**config.mk**
```make
export PLATFORM = sky130hd
export DESIGN_NAME = wb_port_arbiter
export DESIGN_NICKNAME = d
export VERILOG_FILES = /design/src/rtl/wb_pkg.sv /design/src/rtl/wb_fifo2.sv /design/src/rtl/wb_port_arbiter.sv
export SDC_FILE = /design/constraint.sdc
export NUM_CORES = 1
export LEC_CHECK = 0
export ABC_CLOCK_PERIOD_IN_PS = 5000
export CAP_MARGIN = 20
export CORE_UTILIZATION = 55
export CTS_CLUSTER_SIZE = 12
export DETAILED_ROUTE_END_ITERATION = 8
export HOLD_SLACK_MARGIN = 0.12
export PLACE_DENSITY = 0.77
export RECOVER_POWER = 25
export SLEW_MARGIN = 20
export SYNTH_ARGS = -nofsm -noshare
export SYNTH_HDL_FRONTEND = slang
export SYNTH_SLANG_ARGS = --single-unit
```
**constraint.sdc**
```tcl
create_clock -name clk -period 5 [get_ports clk]
set_input_delay 0.5 -clock clk [delete_from_list [all_inputs] [get_ports clk]]
set_output_delay 0.5 -clock clk [all_outputs]
set_load 0.005 [all_outputs]
```
**src/rtl/wb_pkg.sv**
```systemverilog
`default_nettype none
// ============================================================================
// Module   : wb_pkg
// Purpose  : Shared types and constants for the write-back port arbiter.
//            Holds default widths, the grant encoding and the buffered
//            entry record.
// Ports    : none (package)
// Revision : 1.0 - initial release
// ============================================================================
package wb_pkg;

  localparam int WB_ADDR_W = 5;
  localparam int WB_DATA_W = 32;

  // Grant encoding, also used for the last-grant history bit.
  localparam logic GNT_ALU = 1'b0;
  localparam logic GNT_LD  = 1'b1;

  typedef struct packed {
    logic [WB_ADDR_W-1:0] addr;
    logic [WB_DATA_W-1:0] data;
  } wb_entry_t;

endpackage
`default_nettype wire

```
**src/rtl/wb_fifo2.sv**
```systemverilog
`default_nettype none
// ============================================================================
// Module   : wb_fifo2
// Purpose  : Two-entry FIFO for one write-back producer. Exposes its head
//            for arbitration and every entry's valid/address for the
//            pending-write hazard compare.
// Ports    : clk, rst_n           - clock, synchronous active-low reset
//            push, push_addr/data - enqueue (ignored when full)
//            pop                  - dequeue head (ignored when empty)
//            head_valid/addr/data - oldest entry
//            count                - occupancy 0..2
//            ent_valid, ent_addr  - per-slot valid and packed addresses
// Revision : 1.0 - initial release
// ============================================================================
module wb_fifo2
  import wb_pkg::*;
#(
  parameter int ADDR_W = WB_ADDR_W,
  parameter int DATA_W = WB_DATA_W
) (
  input  logic                clk,
  input  logic                rst_n,
  input  logic                push,
  input  logic [ADDR_W-1:0]   push_addr,
  input  logic [DATA_W-1:0]   push_data,
  input  logic                pop,
  output logic                head_valid,
  output logic [ADDR_W-1:0]   head_addr,
  output logic [DATA_W-1:0]   head_data,
  output logic [1:0]          count,
  output logic [1:0]          ent_valid,
  output logic [2*ADDR_W-1:0] ent_addr
);

  logic [ADDR_W-1:0] r_addr [0:1];
  logic [DATA_W-1:0] r_data [0:1];
  logic [1:0]        r_valid;
  logic              r_wptr;
  logic              r_rptr;
  logic [1:0]        r_count;

  logic w_push;
  logic w_pop;

  // Guard against overflow/underflow locally so a misbehaving caller
  // cannot corrupt the pointers.
  assign w_push = push && (r_count != 2'd2);
  assign w_pop  = pop  && (r_count != 2'd0);

  always_ff @(posedge clk) begin
    if (!rst_n) begin
      r_valid   <= 2'b00;
      r_wptr    <= 1'b0;
      r_rptr    <= 1'b0;
      r_count   <= 2'd0;
      r_addr[0] <= '0;
      r_addr[1] <= '0;
      r_data[0] <= '0;
      r_data[1] <= '0;
    end else begin
      // Push and pop never target the same slot: with count 1 the write
      // pointer sits on the free slot.
      if (w_push) begin
        r_addr[r_wptr]  <= push_addr;
        r_data[r_wptr]  <= push_data;
        r_valid[r_wptr] <= 1'b1;
        r_wptr          <= ~r_wptr;
      end
      if (w_pop) begin
        r_valid[r_rptr] <= 1'b0;
        r_rptr          <= ~r_rptr;
      end
      case ({w_push, w_pop})
        2'b10:   r_count <= r_count + 2'd1;
        2'b01:   r_count <= r_count - 2'd1;
        default: r_count <= r_count;
      endcase
    end
  end

  assign head_valid = (r_count != 2'd0);
  assign head_addr  = r_addr[r_rptr];
  assign head_data  = r_data[r_rptr];
  assign count      = r_count;
  assign ent_valid  = r_valid;
  assign ent_addr   = {r_addr[1], r_addr[0]};

endmodule
`default_nettype wire

```
**src/rtl/wb_port_arbiter.sv**
```systemverilog
`default_nettype none
// ============================================================================
// Module   : wb_port_arbiter
// Purpose  : Shares the single register-file write port between the ALU
//            result path and the load-return path. Each producer has a
//            2-entry buffer; heads are granted round-robin and one
//            registered write is issued per cycle. A combinational query
//            reports whether a write to a given register is still pending.
// Ports    : clk, rst_n                  - clock, sync active-low reset
//            alu_valid/addr/data, alu_ready - ALU producer handshake
//            ld_valid/addr/data,  ld_ready  - load producer handshake
//            rf_we, rf_waddr, rf_wdata   - registered write port
//            hz_addr, hz_hit             - pending-write query
// Revision : 1.0 - initial release
// ============================================================================
module wb_port_arbiter
  import wb_pkg::*;
#(
  parameter int DATA_W = WB_DATA_W,
  parameter int ADDR_W = WB_ADDR_W,
  parameter int DEPTH  = 2           // buffer is a fixed 2-entry FIFO
) (
  input  logic              clk,
  input  logic              rst_n,
  input  logic              alu_valid,
  input  logic [ADDR_W-1:0] alu_addr,
  input  logic [DATA_W-1:0] alu_data,
  output logic              alu_ready,
  input  logic              ld_valid,
  input  logic [ADDR_W-1:0] ld_addr,
  input  logic [DATA_W-1:0] ld_data,
  output logic              ld_ready,
  output logic              rf_we,
  output logic [ADDR_W-1:0] rf_waddr,
  output logic [DATA_W-1:0] rf_wdata,
  input  logic [ADDR_W-1:0] hz_addr,
  output logic              hz_hit
);

  localparam logic [1:0] C_DEPTH = DEPTH[1:0];

  logic                w_alu_hv, w_ld_hv;
  logic [ADDR_W-1:0]   w_alu_haddr, w_ld_haddr;
  logic [DATA_W-1:0]   w_alu_hdata, w_ld_hdata;
  logic [1:0]          w_alu_count, w_ld_count;
  logic [1:0]          w_alu_ent_valid, w_ld_ent_valid;
  logic [2*ADDR_W-1:0] w_alu_ent_addr, w_ld_ent_addr;

  logic                w_gnt_alu, w_gnt_ld, w_conflict;
  logic [ADDR_W-1:0]   w_sel_addr;
  logic [DATA_W-1:0]   w_sel_data;
  logic                w_hz_match;
  logic                r_last;

  // Ready depends only on stored occupancy, never on valid or grant, so a
  // full buffer that drains this cycle still reports not-ready.
  assign alu_ready = (w_alu_count < C_DEPTH);
  assign ld_ready  = (w_ld_count  < C_DEPTH);

  wb_fifo2 #(.ADDR_W(ADDR_W), .DATA_W(DATA_W)) u_alu_fifo (
    .clk        (clk),
    .rst_n      (rst_n),
    .push       (alu_valid && alu_ready),
    .push_addr  (alu_addr),
    .push_data  (alu_data),
    .pop        (w_gnt_alu),
    .head_valid (w_alu_hv),
    .head_addr  (w_alu_haddr),
    .head_data  (w_alu_hdata),
    .count      (w_alu_count),
    .ent_valid  (w_alu_ent_valid),
    .ent_addr   (w_alu_ent_addr)
  );

  wb_fifo2 #(.ADDR_W(ADDR_W), .DATA_W(DATA_W)) u_ld_fifo (
    .clk        (clk),
    .rst_n      (rst_n),
    .push       (ld_valid && ld_ready),
    .push_addr  (ld_addr),
    .push_data  (ld_data),
    .pop        (w_gnt_ld),
    .head_valid (w_ld_hv),
    .head_addr  (w_ld_haddr),
    .head_data  (w_ld_hdata),
    .count      (w_ld_count),
    .ent_valid  (w_ld_ent_valid),
    .ent_addr   (w_ld_ent_addr)
  );

  // Round-robin: a lone head always wins; on a conflict the producer that
  // did not win the previous conflict is granted.
  assign w_conflict = w_alu_hv && w_ld_hv;

  always_comb begin
    w_gnt_alu = 1'b0;
    w_gnt_ld  = 1'b0;
    if (w_conflict) begin
      if (r_last == GNT_LD) w_gnt_alu = 1'b1;
      else                  w_gnt_ld  = 1'b1;
    end else if (w_alu_hv) begin
      w_gnt_alu = 1'b1;
    end else if (w_ld_hv) begin
      w_gnt_ld = 1'b1;
    end
  end

  assign w_sel_addr = w_gnt_ld ? w_ld_haddr : w_alu_haddr;
  assign w_sel_data = w_gnt_ld ? w_ld_hdata : w_alu_hdata;

  // History only moves on a real conflict, so uncontended traffic from one
  // side does not steal the other side's next turn.
  always_ff @(posedge clk) begin
    if (!rst_n) begin
      r_last <= GNT_LD;
    end else if (w_conflict) begin
      r_last <= w_gnt_alu ? GNT_ALU : GNT_LD;
    end
  end

  // Output register. A granted write to register 0 is consumed with the
  // enable held low.
  always_ff @(posedge clk) begin
    if (!rst_n) begin
      rf_we    <= 1'b0;
      rf_waddr <= '0;
      rf_wdata <= '0;
    end else if (w_gnt_alu || w_gnt_ld) begin
      rf_we    <= (w_sel_addr != '0);
      rf_waddr <= w_sel_addr;
      rf_wdata <= w_sel_data;
    end else begin
      rf_we <= 1'b0;
    end
  end

  // A write is pending while it sits in either buffer or in the output
  // register with the enable set.
  always_comb begin
    w_hz_match = rf_we && (rf_waddr == hz_addr);
    for (int i = 0; i < 2; i++) begin
      if (w_alu_ent_valid[i] && (w_alu_ent_addr[i*ADDR_W +: ADDR_W] == hz_addr))
        w_hz_match = 1'b1;
      if (w_ld_ent_valid[i] && (w_ld_ent_addr[i*ADDR_W +: ADDR_W] == hz_addr))
        w_hz_match = 1'b1;
    end
  end

  assign hz_hit = (hz_addr != '0) && w_hz_match;

endmodule
`default_nettype wire
```
==> flow_metrics.env <==
export IMPL_die_area_mm2=0.01702
export IMPL_nets=917
export IMPL_fin_ws_ns=1.488
export IMPL_grt_overflow=0
export IMPL_post_route_period_util=0.7024
export IMPL_cts_buffers=22
export IMPL_max_freq_mhz=284.8
export IMPL_violations="capacitance limit, slew limit"
export IMPL_wl_per_cell_um=18.42
export IMPL_io_buffers=123
export IMPL_post_route_drc_count=0
export IMPL_p_total_w=0.005991
export IMPL_gr_usage_met1=0.2989
export IMPL_ys_ff_latch=201
export IMPL_synthDistinctLibCells=39
export IMPL_maxCapViolations=3
export IMPL_postSynthNetCount=813
export IMPL_grt_max_degree=52
export IMPL_crit_start="alu_valid"
export IMPL_synth_area_mm2=0.009076
export IMPL_crit_family="compound AO/OA/AOI/OAI gates"
export IMPL_hold_ws_ns=0.4504
export IMPL_routed_wirelength_um=19600
export IMPL_synth_avg_cell_area_um2=12.47
export IMPL_cts_max_level=1
export IMPL_fin_cells=1064
export IMPL_holdPathStages=2
export IMPL_post_cts_buffers=0
export IMPL_r2r_start="u_ld_fifo.count[1]"
export IMPL_min_path_type="flop to flop"
export IMPL_core_area_mm2=0.01600
export IMPL_place_gp_congestion=0.8511
export IMPL_root_buffer="clkbuf_16"
export IMPL_reg2reg_slack_ns=1.64
export IMPL_tightest_slew_ns=1.947
export IMPL_end_kind="flop"
export IMPL_cts_tree="built"
export IMPL_cts_clk_slew_worst_paths_ns=0.06
export IMPL_arrival_ns=3.66
export IMPL_max_stage_delay_ns=1.50
export IMPL_num_io_pins=124
export IMPL_fin_setup_tns_ns=0
export IMPL_hpwl_um=12640
export IMPL_num_rows=46
export IMPL_grt_busiest_layer="met2"
export IMPL_leakagePower_nw=4.161
export IMPL_pre_cts_ws_ns=1.723
export IMPL_area_delta_synth_final_pct=22.14
export IMPL_cp_max_fo=27
export IMPL_cts_sinks=201
export IMPL_drtAntennaViolNets=0
export IMPL_ys_seq_area_frac=0.6066
export IMPL_nFillCells=1161
export IMPL_status="finished with violations"
export IMPL_timing_final_crit_period_ns=3.512
export IMPL_num_vias=5777
export IMPL_hold_viol=0
export IMPL_synthCells=728
export IMPL_die_y_um=130.5
export IMPL_die_x_um=130.5
export IMPL_relSlewSlack=-0.3114
export IMPL_crit_path_end="u_alu_fifo.r_addr[0][1]"
export IMPL_final_layout_size_suffix_gt1_frac=0.1309
export IMPL_regToRegEndpoint="u_ld_fifo.r_data[0][18]"
export IMPL_clock_latency_ns=0.50
export IMPL_cp_required_ns=5.15
export IMPL_drv_slew=78
export IMPL_p_per_area_mw_per_mm2=540.5
export IMPL_grt_pass1_wl_um=30310
export IMPL_first_pass_iters=4
export IMPL_start_kind="input port"
export IMPL_antenna_cells=0
export IMPL_dp_cells=1024
export IMPL_vias_per_cell=5.430
export IMPL_setup_viol_count_final=0
export IMPL_cts_hold_buffers=0
export IMPL_post_cts_resized=0
export IMPL_rsz0062_at_grt="false"
export IMPL_drtIter0Drc=389
export IMPL_fin_skew_ns=0.01097
export IMPL_ys_warn_count=0
export IMPL_start_util=0.5673
export IMPL_grt_pass1_vias=5923
export IMPL_cp_depth=5
export IMPL_grtUsageMet3=0.03705
export IMPL_cts_max_path_buffers=3
export IMPL_ir_drop_mv=0.5294
export IMPL_path_class="input port to flop"
export IMPL_crit_buf_inv=3
export IMPL_grtUsageTotal=0.2365
export IMPL_antenna_found_initial=1
export IMPL_met2_usage=0.4183
export IMPL_critical_path_cell_chain="dlygate4sd3_1 > nor2b_1 > inv_1 > o21ai_0 > buf_4"
export IMPL_cp_slowest_cell="o21ai_0"
export IMPL_r2r_cells=4
-- worst min path at each step --
| stage | to | from | slack, ns |
|---|---|---|---|
| floorplan | rf_wdata[26] | rf_wdata[26] | 0.45 |
| global placement | rf_wdata[2] | rf_wdata[2] | 0.44 |
| detailed placement | rf_wdata[1] | rf_wdata[1] | 0.45 |
| CTS | rf_wdata[1] | rf_wdata[1] | 0.46 |
| global route | rf_wdata[1] | rf_wdata[1] | 0.47 |
| finish | rf_wdata[1] | rf_wdata[1] | 0.45 |
-- cells by family (layout without fill, tap and decap cells) --
family | count (synthesis) | in the layout | synth area share
buffers and inverters | 59 | 179 | 0.03350
xor gates and xnor gates | 34 | 34 | 0.03281
and+or+nand+nor | 263 | 263 | 0.1566
muxes | 76 | 76 | 0.08864
AOI/OAI and AO/OA | 93 | 93 | 0.07913
adders and majority gates | 2 | 2 | 0.002757
DFF | 201 | 201 | 0.6066
-- cells in the final DEF (no fill, tap or decap), types with 26 or more instances in the layout --
cell | netlist | routed
o211ai_2 | 26 | 26
dfxtp_1 | 53 | 51
mux2_2 | 35 | 35
nand2_1 | 80 | 78
and2_1 | 148 | 135
edfxtp_1 | 148 | 148
mux2i_1 | 41 | 41
clkdlybuf4s50_1 | 0 | 81
a21oi_1 | 45 | 45
dlygate4sd3_1 | 0 | 42
-- through the flow --
step / cell area [um2] / util
after CTS: 11110 / 0.6946
after global placement: 10410 / 0.6505
after global routing: 11090 / 0.6928
after detailed placement: 10410 / 0.6505
final: 11090 / 0.6928
after floorplan: 9076 / -
-- cell usage after synthesis, drive strengths merged --
library cell,number,area share
o21ai,5,0.0028
clkinv,1,0.00041
ha,2,0.0028
or2,1,0.00069
or3,3,0.0021
nand3,6,0.0033
nand2,80,0.033
buf,26,0.020
a21oi,47,0.028
a41oi,1,0.00097
clkbuf,26,0.011
or4,1,0.00083
nor3,5,0.0040
nor2,10,0.0041
o22a,1,0.00097
dfxtp,53,0.12
and2,148,0.10
o21a,1,0.00083
mux2i,41,0.045
o311a,1,0.0011
inv,6,0.0025
nor2b,2,0.0017
edfxtp,148,0.49
and3,2,0.0014
xor2,23,0.022
nor4,5,0.0034
a211oi,2,0.0017
o211ai,35,0.043
xnor2,11,0.011
mux2,35,0.043
-- worst register-to-register path: stages, from the launching register on --
cell	delay (ns)
dfxtp_1	0.39
nor2b_1	0.37
inv_1	0.19
o21ai_0	1.49
buf_4	0.57
-- where the power goes --
group | switching [W] | internal [W]
logic | 0.00107 | 0.000881
clock network | 0.000610 | 0.000934
registers | 0.000273 | 0.00222
-- routing by layer --
layer | vias to the layer above | routed length, um
met5 | - | 13
met4 | 2 | 354
met3 | 34 | 889
met2 | 160 | 10130
met1 | 2827 | 8209
li1 | 2754 | -
-- registers in the layout, indices dropped and copies added, names as in the netlist, 2 cells and up, named ones only --
| signal | flops |
|---|---|
| u_alu_fifo.r_addr | 10 |
| rf_waddr | 5 |
| u_ld_fifo.r_data | 64 |
| u_alu_fifo.r_data | 64 |
| u_ld_fifo.r_addr | 10 |
| u_alu_fifo.ent_valid | 2 |
| u_ld_fifo.ent_valid | 2 |
| rf_wdata | 32 |
| u_alu_fifo.count | 2 |
| u_ld_fifo.count | 2 |
-- cell type report --
cell class	instances	area, um2	share of cell area
clock inverter	4	20.02	0.001806
sequential	201	5508	0.4968
inverter	7	26.28	0.002370
clock buffer	36	685.7	0.06185
tap	216	270.3	0.02438
timing repair buffer	132	1295	0.1168
multi-input combinational	468	3281	0.2959
Note: power is estimated with default switching activity, not from simulation.
